### config.mk
export PLATFORM = sky130hd
export DESIGN_NAME = mem_ctrl_lc_flat
export DESIGN_NICKNAME = d
export VERILOG_FILES = /design/src/rtl/mem_ctrl_lc_if.sv /design/src/rtl/mem_ctrl_lc.sv /design/src/flat_wrapper.sv
export SDC_FILE = /design/constraint.sdc
export NUM_CORES = 2
export LEC_CHECK = 0
export BUFFER_PORTS_ARGS = -buffer_cell sky130_fd_sc_hd__buf_2
export CAP_MARGIN = 20
export CORE_ASPECT_RATIO = 0.9
export CORE_MARGIN = 4
export CORE_UTILIZATION = 45
export CTS_CLUSTER_DIAMETER = 200
export DETAILED_ROUTE_END_ITERATION = 8
export GPL_ROUTABILITY_DRIVEN = 0
export GPL_TIMING_DRIVEN = 1
export HOLD_SLACK_MARGIN = 0.03
export MAX_ROUTING_LAYER = met4
export PLACE_DENSITY = 0.71
export SLEW_MARGIN = 0
export SYNTH_ARGS = -nofsm -noshare
export SYNTH_HDL_FRONTEND = slang
export SYNTH_SLANG_ARGS = --single-unit
### constraint.sdc
create_clock -name clk -period 27.2 [get_ports clk]
set_input_delay 4.08 -clock clk [delete_from_list [all_inputs] [get_ports clk]]
set_output_delay 4.08 -clock clk [all_outputs]
set_load 0.01 [all_outputs]
### src/rtl/mem_ctrl_lc_if.sv
// Client and RAM-bus signals of the byte-serial memory controller.
// slave is the controller's view, master the clients'/RAM's view.
interface mem_ctrl_lc_if #(
  parameter int unsigned ADDR_W = 32
);
  logic              lsb_rd_req;
  logic              lsb_wr_req;
  logic [2:0]        lsb_len;
  logic [ADDR_W-1:0] lsb_addr;
  logic [31:0]       lsb_wdata;
  logic              lsb_rd_done;
  logic [31:0]       lsb_rd_data;
  logic              lsb_wr_done;
  logic              if_req;
  logic [ADDR_W-1:0] if_addr;
  logic              if_done;
  logic [31:0]       if_data;
  logic [7:0]        mem_din;
  logic [7:0]        mem_dout;
  logic [ADDR_W-1:0] mem_a;
  logic              mem_wr;

  modport slave (
    input  lsb_rd_req, lsb_wr_req, lsb_len, lsb_addr, lsb_wdata,
    output lsb_rd_done, lsb_rd_data, lsb_wr_done,
    input  if_req, if_addr,
    output if_done, if_data,
    input  mem_din,
    output mem_dout, mem_a, mem_wr
  );

  modport master (
    output lsb_rd_req, lsb_wr_req, lsb_len, lsb_addr, lsb_wdata,
    input  lsb_rd_done, lsb_rd_data, lsb_wr_done,
    output if_req, if_addr,
    input  if_done, if_data,
    output mem_din,
    input  mem_dout, mem_a, mem_wr
  );
endinterface

### src/rtl/mem_ctrl_lc.sv
// Byte-serial memory controller: fixed-priority arbitration of store/load/fetch,
// direct-mapped instruction cache with line fill and store-snoop invalidation.
module mem_ctrl_lc #(
  parameter int unsigned ICACHE_LINES = 16,
  parameter int unsigned LINE_WORDS   = 4,
  parameter int unsigned ADDR_W       = 32
) (
  input  logic         clk,
  input  logic         rst,
  input  logic         rdy,
  input  logic         io_buffer_full,
  input  logic         flush,
  mem_ctrl_lc_if.slave bus
);
  localparam int unsigned LB    = 4 * LINE_WORDS;
  localparam int unsigned LBITS = LB * 8;
  localparam int unsigned OFF_W = $clog2(LB);
  localparam int unsigned IDX_W = $clog2(ICACHE_LINES);
  localparam int unsigned TAG_W = ADDR_W - OFF_W - IDX_W;
  localparam int unsigned CNT_W = OFF_W + 1;

  typedef enum logic [2:0] {IDLE, WRITE, LOAD, FILL, RESP} state_e;
  typedef enum logic [1:0] {CL_WR, CL_RD, CL_IF} client_e;

  state_e             state_q, state_d;
  client_e            sel_q, sel_d;
  logic [CNT_W-1:0]   cnt_q, cnt_d, len_q, len_d, cnt_nx;
  logic [ADDR_W-1:0]  addr_q, addr_d, mem_a_q, mem_a_d;
  logic [31:0]        wdata_q, wdata_d, rd_data_q, rd_data_d, if_data_q, if_data_d;
  logic [LBITS-1:0]   fill_q, fill_d;
  logic [7:0]         mem_dout_q, mem_dout_d, hold_q, din_eff;
  logic               mem_wr_q, mem_wr_d, rdy_q, io_stall, line_we;
  logic [ICACHE_LINES-1:0] valid_q, valid_d;
  logic [LBITS-1:0]   line_q [ICACHE_LINES];
  logic [TAG_W-1:0]   tag_q  [ICACHE_LINES];
  logic [IDX_W-1:0]   if_idx, wr_idx, fill_idx;

  function automatic logic [IDX_W-1:0] idx_of(input logic [ADDR_W-1:0] a);
    return a[OFF_W +: IDX_W];
  endfunction

  function automatic logic [TAG_W-1:0] tag_of(input logic [ADDR_W-1:0] a);
    return a[ADDR_W-1 -: TAG_W];
  endfunction

  function automatic logic [ADDR_W-1:0] base_of(input logic [ADDR_W-1:0] a);
    return {a[ADDR_W-1:OFF_W], {OFF_W{1'b0}}};
  endfunction

  function automatic logic [31:0] word_of(input logic [LBITS-1:0] line,
                                          input logic [ADDR_W-1:0] a);
    logic [OFF_W-1:0] off;
    off = a[OFF_W-1:0] & ~OFF_W'(3);
    return 32'(line >> {off, 3'b000});
  endfunction

  function automatic logic [CNT_W-1:0] norm_len(input logic [2:0] l);
    case (l)
      3'd1:    return CNT_W'(1);
      3'd2:    return CNT_W'(2);
      default: return CNT_W'(4);
    endcase
  endfunction

  assign if_idx   = idx_of(bus.if_addr);
  assign wr_idx   = idx_of(mem_a_q);
  assign fill_idx = idx_of(addr_q);
  assign io_stall = (mem_a_q[17:16] == 2'b11) && io_buffer_full;
  // After a freeze the RAM has already moved on to the held address, so the
  // byte that was on mem_din at the first frozen edge is replayed once.
  assign din_eff  = rdy_q ? bus.mem_din : hold_q;

  assign bus.mem_a       = mem_a_q;
  assign bus.mem_dout    = mem_dout_q;
  assign bus.mem_wr      = mem_wr_q && rdy && !io_stall;
  assign bus.lsb_rd_data = rd_data_q;
  assign bus.if_data     = if_data_q;
  assign bus.lsb_wr_done = rdy && (state_q == RESP) && (sel_q == CL_WR);
  assign bus.lsb_rd_done = rdy && !flush && (state_q == RESP) && (sel_q == CL_RD);
  assign bus.if_done     = rdy && !flush && (state_q == RESP) && (sel_q == CL_IF);

  always_comb begin
    state_d    = state_q;
    sel_d      = sel_q;
    cnt_d      = cnt_q;
    len_d      = len_q;
    addr_d     = addr_q;
    wdata_d    = wdata_q;
    rd_data_d  = rd_data_q;
    if_data_d  = if_data_q;
    fill_d     = fill_q;
    valid_d    = valid_q;
    mem_a_d    = mem_a_q;
    mem_dout_d = mem_dout_q;
    mem_wr_d   = mem_wr_q;
    line_we    = 1'b0;
    cnt_nx     = cnt_q + CNT_W'(1);
    unique case (state_q)
      IDLE: if (!flush) begin
        cnt_d = '0;
        if (bus.lsb_wr_req) begin
          sel_d      = CL_WR;
          len_d      = norm_len(bus.lsb_len);
          addr_d     = bus.lsb_addr;
          wdata_d    = bus.lsb_wdata;
          mem_a_d    = bus.lsb_addr;
          mem_dout_d = bus.lsb_wdata[7:0];
          mem_wr_d   = 1'b1;
          state_d    = WRITE;
        end else if (bus.lsb_rd_req) begin
          sel_d     = CL_RD;
          len_d     = norm_len(bus.lsb_len);
          addr_d    = bus.lsb_addr;
          rd_data_d = '0;
          mem_a_d   = bus.lsb_addr;
          state_d   = LOAD;
        end else if (bus.if_req) begin
          sel_d  = CL_IF;
          addr_d = bus.if_addr;
          if (valid_q[if_idx] && tag_q[if_idx] == tag_of(bus.if_addr)) begin
            if_data_d = word_of(line_q[if_idx], bus.if_addr);
            state_d   = RESP;
          end else begin
            // Invalidate up front so an aborted fill never leaves a stale line.
            valid_d[if_idx] = 1'b0;
            fill_d          = '0;
            mem_a_d         = base_of(bus.if_addr);
            state_d         = FILL;
          end
        end
      end
      WRITE: if (!io_stall) begin
        if (valid_q[wr_idx] && tag_q[wr_idx] == tag_of(mem_a_q))
          valid_d[wr_idx] = 1'b0;
        if (cnt_nx == len_q) begin
          mem_wr_d = 1'b0;
          state_d  = RESP;
        end else begin
          cnt_d      = cnt_nx;
          mem_a_d    = addr_q + ADDR_W'(cnt_nx);
          mem_dout_d = 8'(wdata_q >> {cnt_nx, 3'b000});
        end
      end
      LOAD: if (flush) begin
        state_d = IDLE;
      end else begin
        if (cnt_q != '0)
          rd_data_d = rd_data_q | (32'(din_eff) << {cnt_q - CNT_W'(1), 3'b000});
        if (cnt_q == len_q) begin
          state_d = RESP;
        end else begin
          cnt_d = cnt_nx;
          if (cnt_nx != len_q) mem_a_d = addr_q + ADDR_W'(cnt_nx);
        end
      end
      FILL: if (flush) begin
        state_d = IDLE;
      end else begin
        if (cnt_q != '0)
          fill_d = fill_q | (LBITS'(din_eff) << {cnt_q - CNT_W'(1), 3'b000});
        if (cnt_q == CNT_W'(LB)) begin
          line_we           = 1'b1;
          valid_d[fill_idx] = 1'b1;
          if_data_d         = word_of(fill_d, addr_q);
          state_d           = RESP;
        end else begin
          cnt_d = cnt_nx;
          if (cnt_nx != CNT_W'(LB)) mem_a_d = base_of(addr_q) + ADDR_W'(cnt_nx);
        end
      end
      RESP:    state_d = IDLE;
      default: state_d = IDLE;
    endcase
  end

  always_ff @(posedge clk) begin
    if (rst) begin
      state_q    <= IDLE;
      sel_q      <= CL_WR;
      cnt_q      <= '0;
      len_q      <= '0;
      addr_q     <= '0;
      wdata_q    <= '0;
      rd_data_q  <= '0;
      if_data_q  <= '0;
      fill_q     <= '0;
      valid_q    <= '0;
      mem_a_q    <= '0;
      mem_dout_q <= '0;
      mem_wr_q   <= 1'b0;
      rdy_q      <= 1'b1;
      hold_q     <= '0;
    end else begin
      rdy_q <= rdy;
      if (!rdy && rdy_q) hold_q <= bus.mem_din;
      if (rdy) begin
        state_q    <= state_d;
        sel_q      <= sel_d;
        cnt_q      <= cnt_d;
        len_q      <= len_d;
        addr_q     <= addr_d;
        wdata_q    <= wdata_d;
        rd_data_q  <= rd_data_d;
        if_data_q  <= if_data_d;
        fill_q     <= fill_d;
        valid_q    <= valid_d;
        mem_a_q    <= mem_a_d;
        mem_dout_q <= mem_dout_d;
        mem_wr_q   <= mem_wr_d;
      end
    end
  end

  always_ff @(posedge clk) begin
    if (!rst && rdy && line_we) begin
      line_q[fill_idx] <= fill_d;
      tag_q[fill_idx]  <= tag_of(addr_q);
    end
  end
endmodule

### src/flat_wrapper.sv
// flat-port wrapper written by rule: the top's interface ports become plain ports
module mem_ctrl_lc_flat 
#(
  parameter int unsigned ICACHE_LINES = 16,
  parameter int unsigned LINE_WORDS   = 4,
  parameter int unsigned ADDR_W       = 32
)
  (clk, rst, rdy, io_buffer_full, flush, bus_lsb_rd_req, bus_lsb_wr_req, bus_lsb_len, bus_lsb_addr, bus_lsb_wdata, bus_lsb_rd_done, bus_lsb_rd_data, bus_lsb_wr_done, bus_if_req, bus_if_addr, bus_if_done, bus_if_data, bus_mem_din, bus_mem_dout, bus_mem_a, bus_mem_wr);
  mem_ctrl_lc_if #(.ADDR_W(ADDR_W)) bus_i ();
  input  logic clk;
  input  logic rst;
  input  logic rdy;
  input  logic io_buffer_full;
  input  logic flush;
  input wire logic [$bits(bus_i.lsb_rd_req)-1:0] bus_lsb_rd_req;
  input wire logic [$bits(bus_i.lsb_wr_req)-1:0] bus_lsb_wr_req;
  input wire logic [$bits(bus_i.lsb_len)-1:0] bus_lsb_len;
  input wire logic [$bits(bus_i.lsb_addr)-1:0] bus_lsb_addr;
  input wire logic [$bits(bus_i.lsb_wdata)-1:0] bus_lsb_wdata;
  output wire logic [$bits(bus_i.lsb_rd_done)-1:0] bus_lsb_rd_done;
  output wire logic [$bits(bus_i.lsb_rd_data)-1:0] bus_lsb_rd_data;
  output wire logic [$bits(bus_i.lsb_wr_done)-1:0] bus_lsb_wr_done;
  input wire logic [$bits(bus_i.if_req)-1:0] bus_if_req;
  input wire logic [$bits(bus_i.if_addr)-1:0] bus_if_addr;
  output wire logic [$bits(bus_i.if_done)-1:0] bus_if_done;
  output wire logic [$bits(bus_i.if_data)-1:0] bus_if_data;
  input wire logic [$bits(bus_i.mem_din)-1:0] bus_mem_din;
  output wire logic [$bits(bus_i.mem_dout)-1:0] bus_mem_dout;
  output wire logic [$bits(bus_i.mem_a)-1:0] bus_mem_a;
  output wire logic [$bits(bus_i.mem_wr)-1:0] bus_mem_wr;
  assign bus_i.lsb_rd_req = bus_lsb_rd_req;
  assign bus_i.lsb_wr_req = bus_lsb_wr_req;
  assign bus_i.lsb_len = bus_lsb_len;
  assign bus_i.lsb_addr = bus_lsb_addr;
  assign bus_i.lsb_wdata = bus_lsb_wdata;
  assign bus_lsb_rd_done = bus_i.lsb_rd_done;
  assign bus_lsb_rd_data = bus_i.lsb_rd_data;
  assign bus_lsb_wr_done = bus_i.lsb_wr_done;
  assign bus_i.if_req = bus_if_req;
  assign bus_i.if_addr = bus_if_addr;
  assign bus_if_done = bus_i.if_done;
  assign bus_if_data = bus_i.if_data;
  assign bus_i.mem_din = bus_mem_din;
  assign bus_mem_dout = bus_i.mem_dout;
  assign bus_mem_a = bus_i.mem_a;
  assign bus_mem_wr = bus_i.mem_wr;
  mem_ctrl_lc #(.ICACHE_LINES(ICACHE_LINES), .LINE_WORDS(LINE_WORDS), .ADDR_W(ADDR_W)) u_core (.clk(clk), .rst(rst), .rdy(rdy), .io_buffer_full(io_buffer_full), .flush(flush), .bus(bus_i));
endmodule
==> run metrics <==
library cells used by synthesis=75; Main synth FF type=edfxtp_1; Starting Density=45.2%; largest family of logic cells by synthesized area=multiplexers; Pins Over Slew Limit=0; DR iter-0 viols=10600; hpwl dp=184 mm; Tot Pwr=8.90 mW; post-synth net total=6417; XOR/XNOR share of the synthesized area=0.690%; Layout fillers=20000; Hold Buf Count CTS=0; leakage=40.7 nW; status=finished, final reports clean; H-tree Lvls=5; worst-margin pin slew=1.43 ns; Hold Crit Class=reg -> reg; Reg clk slew, reported paths=0.05 ns; post-synthesis mux area share=18.5%; critical path required time=23.12 ns; postcts setup bufs=0; P&R area growth vs syn=12.4%; CTS tree=done; # nets final=6637; Avg Cell Area, Syn=18.2 sq um; Cells on Worst Hold Path=2; Hold Vio Cnt, Final=0; sequential area share after synthesis=69.9%; Post-DRT Antenna Nets=0; Cell Rows=175; die footprint=262000 sq um; Buffers on Ports=222; clk buf depth=4; type of destination of the critical path=output pin; worst path arrival time=5.77 ns; Sink Count=2771; vias in the first global route=64300; Pwr Density=69.3 nW/um^2; Critical Path Start Type=primary input; Remaining DRCs=0; fmax=102 MHz; GRT overflow=0; Rel. slew slack=4.89%; Setup CP Type=in -> out; maximum vdd drop=56.9 uV; setup_tns=0 ns; mapped cell area=114000 sq um; Final setup violation count=0; RSZ-0062 raised after global routing=false; crit share post-route=36.2%; simple-gate share of the synthesized area=3.94%; Vias/cell=6.51; root buffer cell=clkbuf_16; initial antenna violation count=20; DR pass1 iterations=9; Ys Warns=0; complex-gate fraction of the synthesized area=5.06%; routed via count=65700; I/O pin cnt=223; Post-Route Skew=0.0677 ns; Die W=539 microns; max-cap viol count=0; Core Footprint=253000 sq um; EDFF count, synth=2432; Tmin final=9.85 ns; largest net degree at the start of global routing=169; Num CTS Buffers=282; share of cells above drive strength 1=25.7%; routed length per instance=32.5 microns; #FFs+latches synth=2771; Post-Route WL=328 mm; Total GRT Usage=25.3%; Post-Synthesis Cells=6292; Die H=486 microns; first-pass GRT wire length=469 mm; synthesized-area fraction occupied by adder cells=0.116%; Post-synth ARST share=0%; worst-path fanout max=26; Post-CTS Resized=0; worst skew pair latency=0.87 ns; worst-case reg-to-reg path depth=9
==> sequential cells by signal (all words and copies together), names as in the netlist, 2 cells and up, named ones only <==
signal	flops
u_core.state_q	3
u_core.tag_q	384
u_core.line_q	2048
u_core.bus.lsb_rd_data	32
u_core.hold_q	8
u_core.valid_q	16
u_core.addr_q	32
u_core.wdata_q	32
u_core.fill_q	128
u_core.bus.if_data	32
u_core.bus.mem_a	32
u_core.cnt_q	5
u_core.bus.mem_dout	8
u_core.sel_q	2
u_core.len_q	3
==> layer usage <==
metal	routed length, microns	GRT usage [%]
met5	0	-
met1	124000	34.6
met3	39600	5.98
met4	15000	10.2
met2	149000	37.0
==> per-stage QoR <==
step	setup slack [ns]	area, sq um	std cells	utilization [%]	hold WS (ns)
2_1_floorplan	15.19	114000	6292	-	0.433
3_3_place_gp	16.38	119000	9578	47.2	0.444
3_5_place_dp	16.43	119000	9580	47.2	0.446
4_1_cts	17.33	128000	10100	50.7	0.454
5_1_grt	17.33	128000	10100	50.8	0.472
6_report	17.35	128000	10100	50.8	0.455
==> cells by family after synthesis <==
logic type                 Yosys count
muxes                             1019
and+or+nand+nor                    985
adders and majority gates           10
AOI/OAI and AO/OA                  935
xor gates and xnor gates            90
buffers and inverters              482
DFF                               2771
==> layout by cell type, fill, tap and decap left out, types with 15 or more instances in the layout <==
| master | synthesis | routed |
|---|---|---|
| edfxtp_1 | 2432 | 2432 |
| mux4_2 | 873 | 873 |
| nor2_1 | 485 | 462 |
| a21oi_1 | 429 | 423 |
| dfxtp_1 | 339 | 333 |
| clkbuf_16 | 0 | 290 |
| buf_2 | 97 | 216 |
| nand2_1 | 160 | 160 |
| o21ai_0 | 133 | 133 |
| buf_4 | 19 | 131 |
| mux2i_1 | 130 | 130 |
| a211oi_1 | 98 | 98 |
| clkbuf_1 | 278 | 60 |
| nor2b_1 | 55 | 54 |
| xor2_1 | 53 | 53 |
| nor3_1 | 61 | 51 |
| a31oi_1 | 49 | 48 |
| nand3_1 | 44 | 43 |
| clkinv_2 | 0 | 43 |
| nand2b_1 | 42 | 41 |
| clkinv_1 | 1 | 41 |
| inv_1 | 40 | 40 |
| xnor2_1 | 37 | 37 |
| a22o_1 | 32 | 32 |
| a311oi_1 | 31 | 31 |
| o22ai_1 | 25 | 25 |
| nand4_1 | 22 | 22 |
| bufinv_16 | 0 | 21 |
| o311ai_0 | 19 | 19 |
| or4_1 | 19 | 19 |
| o221ai_1 | 19 | 19 |
| nor4_1 | 17 | 17 |
| nor2_4 | 0 | 17 |
| buf_12 | 0 | 17 |
| mux2_2 | 16 | 16 |
| a311o_1 | 15 | 15 |
==> cells in the mapped netlist (16+ instances only) <==
master | n | area [sq um]
mux2i_1 | 130 | 1300
o21ai_0 | 133 | 666
a22o_1 | 32 | 280
nand4_1 | 22 | 138
dfxtp_1 | 339 | 6790
a31oi_1 | 49 | 307
xnor2_1 | 37 | 324
buf_1 | 36 | 135
edfxtp_1 | 2432 | 73000
nand2b_1 | 42 | 263
o221ai_1 | 19 | 166
a311oi_1 | 31 | 272
nor3_1 | 61 | 305
inv_1 | 40 | 150
or4_1 | 19 | 143
nor2_1 | 485 | 1820
clkbuf_1 | 278 | 1040
nand2_1 | 160 | 601
nor2b_1 | 55 | 344
a21oi_1 | 429 | 2150
o311ai_0 | 19 | 166
o22ai_1 | 25 | 156
buf_4 | 19 | 143
nor4_1 | 17 | 106
mux2_2 | 16 | 180
xor2_1 | 53 | 464
buf_2 | 97 | 485
mux4_2 | 873 | 19700
a211oi_1 | 98 | 736
nand3_1 | 44 | 220
==> final timing paths <==
kind         slack [ns]                from                     to
max               17.35                 rdy            bus_if_done
min                0.45  u_core.wdata_q[21]     u_core.wdata_q[21]
max reg2reg       21.22   u_core.state_q[2]  u_core.line_q[14][28]
min reg2reg        0.45  u_core.wdata_q[21]     u_core.wdata_q[21]
==> critical path: stages <==
cell     delay [ns]
buf_2          0.54
nand3_1        0.51
nor4b_1        0.39
buf_2          0.19
==> power by group <==
part	switching (mW)	leakage [nW]	internal [mW]	total, mW
combinational	0.277	11.3	0.188	0.465
clock	1.61	4.39	2.19	3.80
sequential	0.0452	25.0	4.58	4.63
total	1.93	40.7	6.97	8.90
==> layout make-up <==
| class | count | area, sq um | share of cell area, % |
|---|---|---|---|
| antenna | 13 | 32.5 | 0.0253 |
| clock buffer | 362 | 7650 | 5.95 |
| clock inverter | 134 | 1310 | 1.02 |
| inverter | 41 | 154 | 0.120 |
| multi-input combinational | 3039 | 32600 | 25.4 |
| sequential | 2771 | 79800 | 62.2 |
| tap | 3363 | 4210 | 3.28 |
| timing repair buffer | 377 | 2650 | 2.06 |
Note: power is estimated with default switching activity, not from simulation.
